$ cat src/rtl/seg7_pkg.sv
`default_nettype none
// ============================================================================
//  Module   : seg7_pkg
//  Brief    : Segment patterns, BCD codes and FSM encoding shared by the
//             seven-segment encoder and the scan-capture receiver.
//  Revision : 1.0  initial release
// ============================================================================
package seg7_pkg;

    // Active-high segment patterns {a,b,c,d,e,f,g}
    localparam logic [6:0] SEG_0     = 7'b1111110;
    localparam logic [6:0] SEG_1     = 7'b0110000;
    localparam logic [6:0] SEG_2     = 7'b1101101;
    localparam logic [6:0] SEG_3     = 7'b1111001;
    localparam logic [6:0] SEG_4     = 7'b0110011;
    localparam logic [6:0] SEG_5     = 7'b1011011;
    localparam logic [6:0] SEG_6     = 7'b1011111;
    localparam logic [6:0] SEG_7     = 7'b1110000;
    localparam logic [6:0] SEG_8     = 7'b1111111;
    localparam logic [6:0] SEG_9     = 7'b1111011;
    localparam logic [6:0] SEG_BLANK = 7'b0000000;

    localparam logic [3:0] BCD_BLANK   = 4'hF;
    localparam logic [3:0] BCD_ILLEGAL = 4'hE;

    localparam logic [1:0] ST_HUNT    = 2'd0;
    localparam logic [1:0] ST_COLLECT = 2'd1;
    localparam logic [1:0] ST_DONE    = 2'd2;

    typedef struct packed {
        logic [3:0] bcd;
        logic       illegal;
    } seg_dec_t;

endpackage
`default_nettype wire

$ cat src/rtl/seg7_scan_capture_if.sv
`default_nettype none
// ============================================================================
//  Module   : seg7_scan_capture_if
//  Brief    : Multiplexed seven-segment bus plus captured-frame outputs.
//  Revision : 1.0  initial release
// ============================================================================
interface seg7_scan_capture_if #(
    parameter int NDIG = 4
);
    logic [6:0]        seg;
    logic [NDIG-1:0]   dig_sel;
    logic [4*NDIG-1:0] bcd_out;
    logic              frame_valid;
    logic              pattern_err;
    logic              seq_err;

    modport master (
        output seg, dig_sel,
        input  bcd_out, frame_valid, pattern_err, seq_err
    );

    modport slave (
        input  seg, dig_sel,
        output bcd_out, frame_valid, pattern_err, seq_err
    );
endinterface
`default_nettype wire

$ cat src/rtl/seg7_pattern_decode.sv
`default_nettype none
// ============================================================================
//  Module   : seg7_pattern_decode
//  Brief    : Combinational seven-segment pattern to BCD; blank maps to F,
//             anything unrecognised maps to E and flags illegal.
//  Revision : 1.0  initial release
// ============================================================================
module seg7_pattern_decode (
    input  logic [6:0] seg_i,
    output logic [3:0] bcd_o,
    output logic       illegal_o
);
    import seg7_pkg::*;

    seg_dec_t w_dec;

    always_comb begin
        w_dec = '{bcd: BCD_ILLEGAL, illegal: 1'b1};
        case (seg_i)
            SEG_0:     w_dec = '{bcd: 4'd0, illegal: 1'b0};
            SEG_1:     w_dec = '{bcd: 4'd1, illegal: 1'b0};
            SEG_2:     w_dec = '{bcd: 4'd2, illegal: 1'b0};
            SEG_3:     w_dec = '{bcd: 4'd3, illegal: 1'b0};
            SEG_4:     w_dec = '{bcd: 4'd4, illegal: 1'b0};
            SEG_5:     w_dec = '{bcd: 4'd5, illegal: 1'b0};
            SEG_6:     w_dec = '{bcd: 4'd6, illegal: 1'b0};
            SEG_7:     w_dec = '{bcd: 4'd7, illegal: 1'b0};
            SEG_8:     w_dec = '{bcd: 4'd8, illegal: 1'b0};
            SEG_9:     w_dec = '{bcd: 4'd9, illegal: 1'b0};
            SEG_BLANK: w_dec = '{bcd: BCD_BLANK, illegal: 1'b0};
            default:   w_dec = '{bcd: BCD_ILLEGAL, illegal: 1'b1};
        endcase
    end

    assign bcd_o     = w_dec.bcd;
    assign illegal_o = w_dec.illegal;

endmodule
`default_nettype wire

$ cat src/rtl/seg7_scan_capture.sv
`default_nettype none
// ============================================================================
//  Module   : seg7_scan_capture
//  Brief    : Samples a multiplexed seven-segment bus, debounces each digit,
//             decodes it to BCD and assembles complete ordered frames.
//  Revision : 1.0  initial release
// ============================================================================
module seg7_scan_capture #(
    parameter int NDIG       = 4,
    parameter int STABLE_CYC = 3
) (
    input  logic                 clk,
    input  logic                 rst_n,
    seg7_scan_capture_if.slave   bus
);
    import seg7_pkg::*;

    localparam int CW = $clog2(STABLE_CYC + 1);
    localparam int IW = (NDIG > 1) ? $clog2(NDIG) : 1;

    logic [6:0]        seg_q, seg_p_q;
    logic [NDIG-1:0]   dig_q, dig_p_q;
    logic [CW-1:0]     cnt_q, cnt_d;
    logic              acc_q, acc_d;
    logic [1:0]        state_q, state_d;
    logic [IW-1:0]     exp_q, exp_d;
    logic [4*NDIG-1:0] stg_q, stg_d, bcd_q, bcd_d;
    logic              err_q, err_d;
    logic              fv_q, fv_d, perr_q, perr_d, serr_q, serr_d;

    logic              w_same, w_onehot, w_dig_chg, w_accept, w_ill;
    logic [IW-1:0]     w_idx;
    logic [3:0]        w_bcd;

    seg7_pattern_decode u_decode (
        .seg_i     (seg_q),
        .bcd_o     (w_bcd),
        .illegal_o (w_ill)
    );

    always_comb begin
        w_idx = '0;
        for (int i = 0; i < NDIG; i++) begin
            if (dig_q[i]) w_idx = IW'(i);
        end
    end

    // cnt_d is the run length (minus one) of the current sample; acceptance
    // is taken at most once per digit visit, a visit ending when dig_sel moves.
    always_comb begin
        w_same    = ({seg_q, dig_q} == {seg_p_q, dig_p_q});
        w_onehot  = $onehot(dig_q);
        w_dig_chg = (dig_q != dig_p_q);
        cnt_d     = '0;
        if (w_same && w_onehot) begin
            cnt_d = (cnt_q == CW'(STABLE_CYC)) ? cnt_q : cnt_q + CW'(1);
        end
        w_accept = w_onehot && (cnt_d == CW'(STABLE_CYC - 1)) && !(acc_q && !w_dig_chg);
        acc_d    = w_dig_chg ? w_accept : (acc_q | w_accept);
    end

    always_comb begin
        state_d = state_q;
        exp_d   = exp_q;
        stg_d   = stg_q;
        err_d   = err_q;
        bcd_d   = bcd_q;
        fv_d    = 1'b0;
        perr_d  = 1'b0;
        serr_d  = 1'b0;
        case (state_q)
            ST_HUNT: begin
                if (w_accept && w_idx == '0) begin
                    stg_d[3:0] = w_bcd;
                    err_d      = w_ill;
                    exp_d      = IW'(1);
                    state_d    = ST_COLLECT;
                end
            end
            ST_COLLECT: begin
                if (w_accept) begin
                    if (w_idx == exp_q) begin
                        stg_d[4*w_idx +: 4] = w_bcd;
                        err_d               = err_q | w_ill;
                        exp_d               = exp_q + IW'(1);
                        if (exp_q == IW'(NDIG - 1)) state_d = ST_DONE;
                    end else if (w_idx == '0) begin
                        stg_d[3:0] = w_bcd;
                        err_d      = w_ill;
                        exp_d      = IW'(1);
                        serr_d     = 1'b1;
                    end else begin
                        serr_d  = 1'b1;
                        state_d = ST_HUNT;
                    end
                end
            end
            ST_DONE: begin
                bcd_d   = stg_q;
                fv_d    = 1'b1;
                perr_d  = err_q;
                state_d = ST_HUNT;
            end
            default: state_d = ST_HUNT;
        endcase
    end

    always_ff @(posedge clk or negedge rst_n) begin
        if (!rst_n) begin
            seg_q   <= '0;
            dig_q   <= '0;
            seg_p_q <= '0;
            dig_p_q <= '0;
            cnt_q   <= '0;
            acc_q   <= 1'b0;
            state_q <= ST_HUNT;
            exp_q   <= '0;
            stg_q   <= '0;
            err_q   <= 1'b0;
            bcd_q   <= '0;
            fv_q    <= 1'b0;
            perr_q  <= 1'b0;
            serr_q  <= 1'b0;
        end else begin
            seg_q   <= bus.seg;
            dig_q   <= bus.dig_sel;
            seg_p_q <= seg_q;
            dig_p_q <= dig_q;
            cnt_q   <= cnt_d;
            acc_q   <= acc_d;
            state_q <= state_d;
            exp_q   <= exp_d;
            stg_q   <= stg_d;
            err_q   <= err_d;
            bcd_q   <= bcd_d;
            fv_q    <= fv_d;
            perr_q  <= perr_d;
            serr_q  <= serr_d;
        end
    end

    assign bus.bcd_out     = bcd_q;
    assign bus.frame_valid = fv_q;
    assign bus.pattern_err = perr_q;
    assign bus.seq_err     = serr_q;

endmodule
`default_nettype wire

$ cat src/flat_wrapper.sv
// flat-port wrapper written by rule: the top's interface ports become plain ports
module seg7_scan_capture_flat import seg7_pkg::*;
#(
    parameter int NDIG       = 4,
    parameter int STABLE_CYC = 3
)
  (clk, rst_n, bus_seg, bus_dig_sel, bus_bcd_out, bus_frame_valid, bus_pattern_err, bus_seq_err);
  seg7_scan_capture_if #(.NDIG(NDIG)) bus_i ();
  input  logic clk;
  input  logic rst_n;
  input wire logic [$bits(bus_i.seg)-1:0] bus_seg;
  input wire logic [$bits(bus_i.dig_sel)-1:0] bus_dig_sel;
  output wire logic [$bits(bus_i.bcd_out)-1:0] bus_bcd_out;
  output wire logic [$bits(bus_i.frame_valid)-1:0] bus_frame_valid;
  output wire logic [$bits(bus_i.pattern_err)-1:0] bus_pattern_err;
  output wire logic [$bits(bus_i.seq_err)-1:0] bus_seq_err;
  assign bus_i.seg = bus_seg;
  assign bus_i.dig_sel = bus_dig_sel;
  assign bus_bcd_out = bus_i.bcd_out;
  assign bus_frame_valid = bus_i.frame_valid;
  assign bus_pattern_err = bus_i.pattern_err;
  assign bus_seq_err = bus_i.seq_err;
  seg7_scan_capture #(.NDIG(NDIG), .STABLE_CYC(STABLE_CYC)) u_core (.clk(clk), .rst_n(rst_n), .bus(bus_i));
endmodule
$ cat config.mk
export PLATFORM = sky130hd
export DESIGN_NAME = seg7_scan_capture_flat
export DESIGN_NICKNAME = d
export VERILOG_FILES = /design/src/rtl/seg7_pkg.sv /design/src/rtl/seg7_scan_capture_if.sv /design/src/rtl/seg7_pattern_decode.sv /design/src/rtl/seg7_scan_capture.sv /design/src/flat_wrapper.sv
export SDC_FILE = /design/constraint.sdc
export NUM_CORES = 1
export LEC_CHECK = 0
export ABC_AREA = 0
export CORE_MARGIN = 3
export CORE_UTILIZATION = 56
export CTS_CLUSTER_SIZE = 10
export DETAILED_ROUTE_END_ITERATION = 8
export GPL_TIMING_DRIVEN = 0
export PLACE_DENSITY = 0.79
export REMOVE_ABC_BUFFERS = 1
export SYNTH_ARGS = -nofsm -noshare
export SYNTH_HDL_FRONTEND = slang
export SYNTH_SLANG_ARGS = --single-unit
$ cat constraint.sdc
create_clock -name clk -period 3.9 [get_ports clk]
set_clock_uncertainty 0.1 [all_clocks]
set_input_delay 0.78 -clock clk [delete_from_list [all_inputs] [get_ports clk]]
set_output_delay 0.78 -clock clk [all_outputs]
set_load 0.05 [all_outputs]
==> summary.txt, run 1 <==
Worst hold path
  – Hold crit path type: flip-flop to flip-flop

Floorplanning
  – I/O pins: 32
  – Initial Utilization: between 50% and 60%
  – Placeable Area: ~5200 µm²
  – Die height: roughly 80 µm
  – Rows: 26
  – Die X: 79.82 µm
  – Die area: about 6400 µm²

Routing
  – DRT Pass-1 Iters: 5
  – Total number of vias: between 2,000 and 2,500
  – Routed wire length: 5562 µm
  – Via density: about 5.5
  – DR iter-0 viols: ~110
  – Post-DR wirelength/cell: ~14 µm
  – # DRC: 0
  – Antenna-violating nets left: 0

Clocking
  – Clock buffer count from CTS: 9
  – CTS hold repair buffers: 0
  – CTS tree: done
  – Resized Gates After CTS: 0
  – Clock transition at path regs: about 70 ps
  – Worst-Skew Late Latency: about 340 ps
  – H-tree levels: 3
  – CTS Root Cell: clkbuf_8
  – Setup bufs post-CTS: 0
  – CTS sink count: 65
  – CTS Buffer Depth: 2

Finish
  – Area grow syn2layout: 18.12%
  – Post-route cell area: ~3600 µm²
  – FILL cells: 404
  – Nets@finish: ~340
  – FF/Latch Area: ~1600 µm²
  – Commonest cells after routing, fill and taps aside: dfrtp_1 (65), nand2_1 (54), clkdlybuf4s50_1 (30)
  – Most common cell after layout, fill and taps aside: dfrtp_1
  – Multi-input logic area: approximately 1300 µm²
  – Antenna Cells: 0
  – Share of cells above drive strength 1: 8.951%
  – Post-Layout Cell Count: between 300 and 400

Placed design
  – Detailed placer's ending HPWL: 4027 µm
  – Placed cell count: roughly 380
  – I/O Buffers: 31
  – DP Area: between 3000 and 4000 µm²
  – Gpl congestion: roughly 0.90

STA
  – Final hold vios: 0
  – Final count of negative-setup-slack endpoints: 0
  – RSZ-0062 raised after global routing: false
  – Fin crit share: between 90% and 100%
  – Actual slew at the worst max-slew pin: 856.3 ps
  – Setup TNS: 0 ps
  – Tmin final: 3636 ps
  – Achievable frequency: 275.0 MHz
  – Slew margin rel.: 42.91%
  – Slew Limit Fails: 0

Global route
  – Total global-route track usage: approximately a fifth
  – Vias in the first global route: ~2,200
  – Global Route met3 Usage: between 4 and 5%
  – First-pass GRT wire length: roughly 10000 µm
  – GR Overflow Total: 0
  – Pin count of the biggest net entering global routing: 40
  – Met1 GRT Util: 25.69%
  – M2 GR Usage: approximately a third
  – Initial antenna violation count: 0
  – Most Crowded Layer GR: met2

Worst setup path
  – Req. time, crit path: approximately 4000 ps
  – Critical path class: flip-flop to flip-flop
  – Worst endpoint data arrival time: approximately 3800 ps
  – Max Fanout on Critical Path: 9
  – Setup slack, reg-to-reg: ~260 ps
  – Nature of the critical path endpoint: flip-flop
  – Crit start category: flip-flop

Synth
  – Synthesized cell area: between 3000 and 4000 µm²
  – Register area share after synthesis: between 50% and 60%
  – FFs w/ async S/R, synth: 100.0%
  – Post-synthesis cell count: 285
  – Yosys cell types: 58
  – Synth Register Bits: 65
  – Synth warnings: 0
  – Post-synth EDFFs: 0
  – Ys flop type: dfrtp_1
  – Syn Area/Cell: ~11 µm²

Power and ir drop
  – Sequential share of power: 51.9%
  – PwrDens: 375.5 nW/µm²
  – Total Power: 1.353 mW
  – Cell-internal power: around 1.0 mW
  – Max IR drop VDD: ~0.00028 V
  – P_leak: approximately 1.7 nW
  – Clock power share: between 40% and 50%
  – NetSw: between 0.3 and 0.4 mW
  – Sw Ratio: ~23%
  – Comb power frac: 6.9%

Run
  – Max-cap viol count: 0

Status
  – Outcome: finished clean
[layout make-up]
cell class	count	share of cell area, %
clock buffers	13	4.131
clock inverters	3	1.111
inverters	15	1.562
multi-input cells	196	36.62
flip-flops and latches	65	45.12
well taps	70	2.430
repair buffers	32	9.025
[worst max-delay path: stages (launching register included)]
cell	delay, ps
dfrtp_1	450
inv_1	140
ha_1	300
ha_1	200
fa_1	440
nor3b_1	360
nand4_2	180
or4_1	760
nor3_4	260
mux2_1	340
[worst paths after layout]
| check | startpoint | endpoint | depth (start not counted) |
|---|---|---|---|
| hold reg to reg | u_core.dig_q[0]$_DFF_PN0_ | u_core.dig_p_q[0]$_DFF_PN0_ | 0 |
| setup reg to reg | u_core.dig_q[3]$_DFF_PN0_ | u_core.stg_q[0]$_DFFE_PN0P_ | 9 |
| setup / recovery | u_core.dig_q[3]$_DFF_PN0_ | u_core.stg_q[0]$_DFFE_PN0P_ | 9 |
| max in group asynchronous | rst_n | u_core.seg_q[4]$_DFF_PN0_ | 2 |
| min in group asynchronous | rst_n | u_core.bus.frame_valid$_DFF_PN0_ | 1 |
| hold / removal | u_core.dig_q[0]$_DFF_PN0_ | u_core.dig_p_q[0]$_DFF_PN0_ | 0 |
[kinds of logic (layout without fill, tap and decap cells)]
kind of cell | after synthesis | in the layout | share of synthesized area, %
AND/OR/NAND/NOR | 118 | 118 | 20.01
flip-flops | 65 | 65 | 53.30
AO/OA/AOI/OAI | 43 | 43 | 10.00
buffers and inverters | 24 | 63 | 3.444
XOR/XNOR | 13 | 13 | 4.469
adder cells (fa/ha/maj) | 11 | 11 | 4.756
multiplexers | 11 | 11 | 4.018
[metrics by stage]
step / hold WS, ps / setup slack (ps) / util [%]
final: 346.3 / 264.2 / 69.25
after global routing: 361.9 / 10.07 / 69.25
after CTS: 347.5 / 260.9 / 69.25
after detailed placement: 333.2 / 288.4 / 65.63
after global placement: 319.5 / -35.15 / 65.34
after floorplan: 298.6 / 639.2 / -
[synth_stat cells, types with 2 or more instances]
| cell type | count | share of area, % |
|---|---|---|
| a211oi_1 | 2 | 0.49 |
| a21oi_1 | 7 | 1.1 |
| a31oi_1 | 3 | 0.62 |
| and2_1 | 2 | 0.41 |
| and3_1 | 3 | 0.62 |
| buf_2 | 3 | 0.49 |
| clkbuf_1 | 3 | 0.37 |
| dfrtp_1 | 65 | 53 |
| ha_1 | 10 | 4.1 |
| inv_1 | 15 | 1.8 |
| mux2_1 | 7 | 2.6 |
| mux2_2 | 3 | 1.1 |
| nand2_1 | 54 | 6.6 |
| nand2b_1 | 4 | 0.82 |
| nand3_1 | 7 | 1.1 |
| nand3b_1 | 3 | 0.74 |
| nand4_1 | 6 | 1.2 |
| nor2_1 | 16 | 2.0 |
| nor2b_1 | 3 | 0.62 |
| nor3_1 | 4 | 0.66 |
| nor3b_1 | 2 | 0.49 |
| o21ai_0 | 8 | 1.3 |
| o21ai_1 | 3 | 0.49 |
| o21bai_1 | 3 | 0.74 |
| o31ai_1 | 4 | 0.98 |
| or3_1 | 2 | 0.41 |
| or4_1 | 2 | 0.49 |
| xnor2_1 | 9 | 2.6 |
| xnor2_2 | 3 | 1.6 |
[flip-flops by register name, summed over array words and instances (netlist names), 2 cells and up]
signal and flops:
u_core.dig_q 4, u_core.seg_q 7, u_core.exp_q 2, u_core.stg_q 16
u_core.seg_p_q 7, u_core.bus.bcd_out 16, u_core.dig_p_q 4, u_core.cnt_q 2
u_core.state_q 2
[routing by layer]
layer / vias to the layer above / wire length, µm
met5: - / 0
met4: 0 / 95
met3: 8 / 253
met2: 52 / 2679
met1: 1044 / 2534
li1: 1057 / -
[power groups by stage]
stage	Combinational, mW	Clock, mW	Sequential [mW]
after floorplan	0.0565	0	0.711
after global placement	0.0900	0	0.714
after detailed placement	0.0946	0	0.715
after CTS	0.0954	0.565	0.703
after global routing	0.107	0.595	0.704
final	0.0939	0.557	0.703
(Power assumes the default switching activity.)
==> run 2: changes to the inputs <==
- CORE_MARGIN: 3 -> not set
- SETUP_SLACK_MARGIN: not set -> 0.5
==> run 2 against run 1 <==
Core utilization rose by 0.94 points. Critical path depth did not move. Flip-flop and latch count stayed put. Sequential power hardly changed. Combinational power increased by 2.7%. Wire length fell by 2.8%. Global-route usage is 1.3 points higher. Via count increased by 0.51%. Worst setup slack better by 410 ps. Register-to-register slack improved by 410 ps. Hold slack got worse by 4.6 ps. Largest power group unchanged.
==> summary.txt, run 2 (synthesis gave the netlist of run 1 again) <==
Clocking
  – CTS sink count: 65
  – Clock transition at path regs: ~70 ps
  – CTS Root Cell: clkbuf_8
  – Worst-Skew Late Latency: approximately 340 ps
  – Clock buffer count from CTS: 9
  – H-tree levels: 3
  – CTS hold repair buffers: 0
  – CTS tree: done
  – CTS Buffer Depth: 2

Worst setup path
  – Req. time, crit path: 4020 ps
  – Worst endpoint data arrival time: 3350 ps
  – Slowest CP cell: or4_4
  – Nature of the critical path endpoint: flip-flop
  – Most used cell, CP: ha_1
  – Crit start category: flip-flop
  – Max Fanout on Critical Path: 9
  – CP bufs+invs: 1
  – Critical path origin: u_core.dig_q[3]$_DFF_PN0_
  – Top delay family on crit path: simple AND/OR/NAND/NOR gates
  – Max incr delay on CP: between 500 and 600 ps
  – Reg-to-Reg Start: u_core.dig_q[3]$_DFF_PN0_
  – Worst path cell trace: inv_1 > ha_1 > ha_1 > fa_1 > nor3b_2 > nand4_2 > or4_4 > nor3_4 > mux2_1
  – Critical path class: flip-flop to flip-flop

STA
  – RSZ-0062 raised after global routing: false
  – Setup slack after layout: between 600 and 700 ps
  – Fin crit share: 82.72%
  – Tmin final: around 3200 ps
  – Slew Limit Fails: 0
  – Achievable frequency: 310.0 MHz
  – Final count of negative-setup-slack endpoints: 0
  – Slew margin rel.: between 40% and 50%
  – Final hold vios: 0
  – Actual slew at the worst max-slew pin: 800.9 ps

Floorplanning
  – Die height: roughly 76 µm
  – I/O pins: 32
  – Placeable Area: between 5000 and 6000 µm²
  – Die X: 75.82 µm
  – Rows: 26
  – Die area: 5749 µm²
  – Initial Utilization: around three fifths

Routing
  – Antenna-violating nets left: 0
  – Routed wire length: roughly 5400 µm
  – Total number of vias: between 2,000 and 2,500
  – DRT Pass-1 Iters: 4
  – # DRC: 0
  – Via density: roughly 5.5
  – Post-DR wirelength/cell: 13.72 µm
  – DR iter-0 viols: ~200

Finish
  – Commonest cells after routing, fill and taps aside: dfrtp_1 (64), nand2_1 (54), clkdlybuf4s50_1 (30)
  – FILL cells: approximately 370
  – Most common cell after layout, fill and taps aside: dfrtp_1
  – Post-Layout Cell Count: 394
  – Share of cells above drive strength 1: a little over a tenth
  – Antenna Cells: 0
  – Area grow syn2layout: 18.98%
  – Nets@finish: roughly 340

Global route
  – Global Route met3 Usage: under 10%
  – Vias in the first global route: roughly 1,900
  – Most Crowded Layer GR: met2
  – GR Overflow Total: 0
  – Pin count of the biggest net entering global routing: 36
  – First-pass GRT wire length: a little under 9000 µm
  – Initial antenna violation count: 0
  – Met1 GRT Util: between 20% and 30%
  – Total global-route track usage: a little over a fifth
  – M2 GR Usage: between 30% and 40%

Power and ir drop
  – PwrDens: 376.7 nW/µm²
  – P_leak: 1.666 nW
  – Max IR drop VDD: between 0.0002 and 0.0003 V

Worst hold path
  – Hold crit path type: flip-flop to flip-flop
  – Hold path startpoint: u_core.dig_q[0]$_DFF_PN0_

Placed design
  – I/O Buffers: 31
  – Worst slack, placed: between 300 and 400 ps
  – Gpl congestion: roughly 0.91
  – Detailed placer's ending HPWL: between 3000 and 4000 µm
  – Placed cell count: 378

Status
  – Outcome: finished clean

Run
  – Max-cap viol count: 0
==> run 2: path summary, 6_finish.rpt <==
| check | cells past startpoint | to | slack, ps |
|---|---|---|---|
| max in group asynchronous | 2 | u_core.dig_q[3]$_DFF_PN0_ | 2700 |
| hold / removal | 0 | u_core.dig_p_q[0]$_DFF_PN0_ | 340 |
| setup / recovery | 9 | u_core.stg_q[0]$_DFFE_PN0P_ | 670 |
| min in group asynchronous | 1 | u_core.stg_q[8]$_DFFE_PN0P_ | 380 |
| hold reg to reg | 0 | u_core.dig_p_q[0]$_DFF_PN0_ | 340 |
| setup reg to reg | 9 | u_core.stg_q[0]$_DFFE_PN0P_ | 670 |
==> run 2: area by class of cell <==
type | count | area [µm²] | share of cell area (%)
Timing Repair Buffer | 32 | 325.3 | 8.959
Clock inverter | 6 | 67.56 | 1.861
Tap cell | 70 | 87.58 | 2.412
Inverter | 15 | 56.30 | 1.551
Clock buffer | 10 | 137.6 | 3.790
Sequential cell | 65 | 1628 | 44.83
Multi-Input combinational cell | 196 | 1329 | 36.60
==> run 2: worst register-to-register path: stages (launching register included) <==
cell and delay, ps:
dfrtp_2 450, inv_1 140, ha_1 250, ha_1 190
fa_1 460, nor3b_2 280, nand4_2 160, or4_4 540
nor3_4 210, mux2_1 330
==> run 2: power breakdown <==
part / leakage (nW) / switching, mW / internal (mW)
logic: 0.723 / 0.0529 / 0.0434
clock network: 0.0868 / 0.258 / 0.312
registers: 0.856 / 0.0164 / 0.686
total: 1.67 / 0.327 / 1.04
==> run 2: repair_timing <==
action                                  in CTS  in global routing
resized for setup                            1                  2
endpoints found under the setup margin      15                 17
buffers inserted                             0                  0
pin swaps                                    1                  1
gates cloned                                 0                  0
==> run 2: per-layer routing <==
layer	vias up	share of wire (%)
li1	1055	-
met1	1049	46
met2	57	47
met3	11	4.8
met4	0	2.0
met5	-	0
==> run 2: per-stage QoR <==
step | total power [mW] | util (%) | hold WS [ps] | setup TNS, ps | cell area [µm²]
final | 1.368 | 70.20 | 341.7 | 0 | 3631
after global routing | 1.426 | 70.20 | 365.8 | 0 | 3631
after CTS | 1.384 | 70.08 | 343.4 | 0 | 3625
after detailed placement | 0.8090 | 66.04 | 327.9 | 0 | 3416
after global placement | 0.8044 | 65.75 | 323.1 | -2825 | 3401
after floorplan | 0.7674 | - | 298.6 | 0 | 3003
==> run 3: changes to the inputs <==
- clock period: 3.9 -> 3.3 ns (I/O delays scaled with it)
==> run 3 against run 2 <==
Maximum frequency rose by 6.9%. Flip-flop and latch count did not move. Power rose by 21%. Global-route usage rose by 3.1 points. Hold slack got worse by 82 ps. Wire length rose by 20%. Core utilization rose by 5.3 points. Largest cell class unchanged. Cell count rose by 4.3%. Clock power rose by 20%.
==> summary.txt, run 3 (synthesis gave the netlist of run 1 again) <==
Clocking
  – CTS Root Cell: clkbuf_8
  – H-tree levels: 3
  – Clock buffer count from CTS: 9
  – CTS sink count: 65
  – Clock transition at path regs: around 80 ps
  – CTS Buffer Depth: 2
  – CTS hold repair buffers: 0
  – Worst-Skew Late Latency: ~340 ps
  – CTS tree: done

Finish
  – Nets@finish: 360
  – Area grow syn2layout: 28.00%
  – Most common cell after layout, fill and taps aside: dfrtp_1
  – Antenna Cells: 0
  – Share of cells above drive strength 1: around a fifth
  – Commonest cells after routing, fill and taps aside: dfrtp_1 (63), nand2_1 (53), clkdlybuf4s50_1 (30)

STA
  – Fin crit share: 91.48%
  – Tmin final: approximately 3000 ps
  – Final count of negative-setup-slack endpoints: 0
  – Slew Limit Fails: 0
  – Setup TNS: 0 ps
  – Actual slew at the worst max-slew pin: 736.1 ps
  – RSZ-0062 raised after global routing: true
  – Final hold vios: 0
  – Slew margin rel.: between 50% and 60%
  – Setup slack after layout: ~280 ps
  – Achievable frequency: roughly 330 MHz

Power and ir drop
  – Max IR drop VDD: about 0.00036 V
  – PwrDens: around 420 nW/µm²
  – Sw Ratio: around 25%
  – NetSw: approximately 0.41 mW
  – Cell-internal power: ~1.2 mW
  – Sequential share of power: roughly 50%
  – Clock power share: 41.3%
  – Total Power: about 1.7 mW
  – Comb power frac: 8.8%
  – P_leak: 1.795 nW

Status
  – Outcome: finished clean

Routing
  – Antenna-violating nets left: 0
  – Total number of vias: about 2,300
  – # DRC: 0
  – Routed wire length: between 6000 and 7000 µm
  – Post-DR wirelength/cell: roughly 16 µm
  – Via density: between 5 and 6
  – DRT Pass-1 Iters: 4
  – DR iter-0 viols: 236

Floorplanning
  – Die height: 75.82 µm
  – Placeable Area: between 5000 and 6000 µm²
  – Rows: 26
  – Die X: 75.82 µm
  – Initial Utilization: approximately three fifths
  – I/O pins: 32
  – Die area: 5749 µm²

Global route
  – Initial antenna violation count: 0
  – Pin count of the biggest net entering global routing: 36
  – Vias in the first global route: about 2,100
  – GR Overflow Total: 0
  – First-pass GRT wire length: 10,110 µm
  – Total global-route track usage: 24.62%

Worst setup path
  – Nature of the critical path endpoint: flip-flop
  – Max Fanout on Critical Path: 5
  – Top delay family on crit path: adder cells
  – Crit start category: flip-flop
  – Setup slack, reg-to-reg: 280 ps
  – Max incr delay on CP: around 450 ps
  – CP bufs+invs: 3
  – Most used cell, CP: buf_6
  – Worst path cell trace: ha_1 > ha_2 > fa_1 > nor3b_2 > nand4_2 > buf_4 > buf_6 > nor4_4 > buf_6 > nand3_4 > mux2_4
  – Slowest CP cell: fa_1
  – Req. time, crit path: between 3000 and 4000 ps
  – Critical path class: flip-flop to flip-flop
  – Worst endpoint data arrival time: roughly 3200 ps

Placed design
  – Gpl congestion: 0.9106
  – Detailed placer's ending HPWL: 3766 µm
  – Worst slack, placed: -261.3 ps
  – I/O Buffers: 31

Run
  – Max-cap viol count: 0

Worst hold path
  – Hold crit path type: input port to asynchronous set/reset pin
-- run 3: cell types whose count changed in the layout (fill, tap and decap cells not counted), moves of 2 or more --
| cell | before | now |
|---|---|---|
| buf_4 | 0 | 11 |
| buf_6 | 0 | 6 |
| mux2_1 | 7 | 1 |
| mux2_4 | 0 | 7 |
| nand3_1 | 7 | 4 |
| nand3_4 | 0 | 3 |
| o21ai_0 | 8 | 6 |
-- run 3: power by group through the flow --
stage | combinational, mW | clock [mW] | sequential [mW]
4_1_cts | 0.130 | 0.693 | 0.827
3_5_place_dp | 0.112 | 0 | 0.845
3_3_place_gp | 0.107 | 0 | 0.844
6_report | 0.146 | 0.685 | 0.828
5_1_grt | 0.161 | 0.732 | 0.829
2_1_floorplan | 0.0668 | 0 | 0.840
-- run 3: worst paths after layout --
kind / end / startpoint / cells after the start
hold reg to reg: u_core.dig_p_q[0]$_DFF_PN0_ / u_core.dig_q[0]$_DFF_PN0_ / 0
setup reg to reg: u_core.stg_q[11]$_DFFE_PN0P_ / u_core.dig_q[0]$_DFF_PN0_ / 11
setup / recovery: u_core.stg_q[11]$_DFFE_PN0P_ / u_core.dig_q[0]$_DFF_PN0_ / 11
min in group clk: u_core.dig_p_q[0]$_DFF_PN0_ / u_core.dig_q[0]$_DFF_PN0_ / 0
hold / removal: u_core.stg_q[8]$_DFFE_PN0P_ / rst_n / 1
max in group asynchronous: u_core.dig_q[2]$_DFF_PN0_ / rst_n / 2
-- run 3: routing by layer --
layer	share of wire (%)	global-route usage (%)	vias up
met1	44	31.65	1123
met2	49	38.54	82
met3	4.9	8.862	19
li1	-	-	1093
met5	0	0	-
met4	2.5	8.848	0
-- run 3: metrics by stage --
step	utilization (%)	cells	cell area (µm²)	hold slack, ps
after global placement	65.75	377	3401	323.1
after global routing	75.52	411	3906	296.7
after detailed placement	66.04	378	3416	327.9
after floorplan	-	276	3003	264.4
final	75.52	411	3906	259.5
after CTS	73.75	405	3815	264.2
-- run 3: cell type report --
cell class	instances	area, µm²
clock inverter	6	67.56
fill	325	1266
timing repair buffer	49	475.5
sequential	65	1629
multi-input combinational	196	1453
tap	70	87.58
inverter	15	56.30
clock buffer	10	137.6
-- run 3: repair_timing --
| action | in CTS | in global routing |
|---|---|---|
| setup buffers | 11 | 6 |
| gates resized for setup | 26 | 12 |
| setup endpoints to repair | 25 | 25 |
| pin swaps | 5 | 8 |
-- run 3: worst reg2reg max path, delay by kind of cell, from the launching register on --
family                   cells  cell delay, ps
buffers and inverters        3             460
adder cells (fa/ha/maj)      3             950
AND/OR/NAND/NOR              4             650
multiplexers                 1             340
flip-flops                   1             410
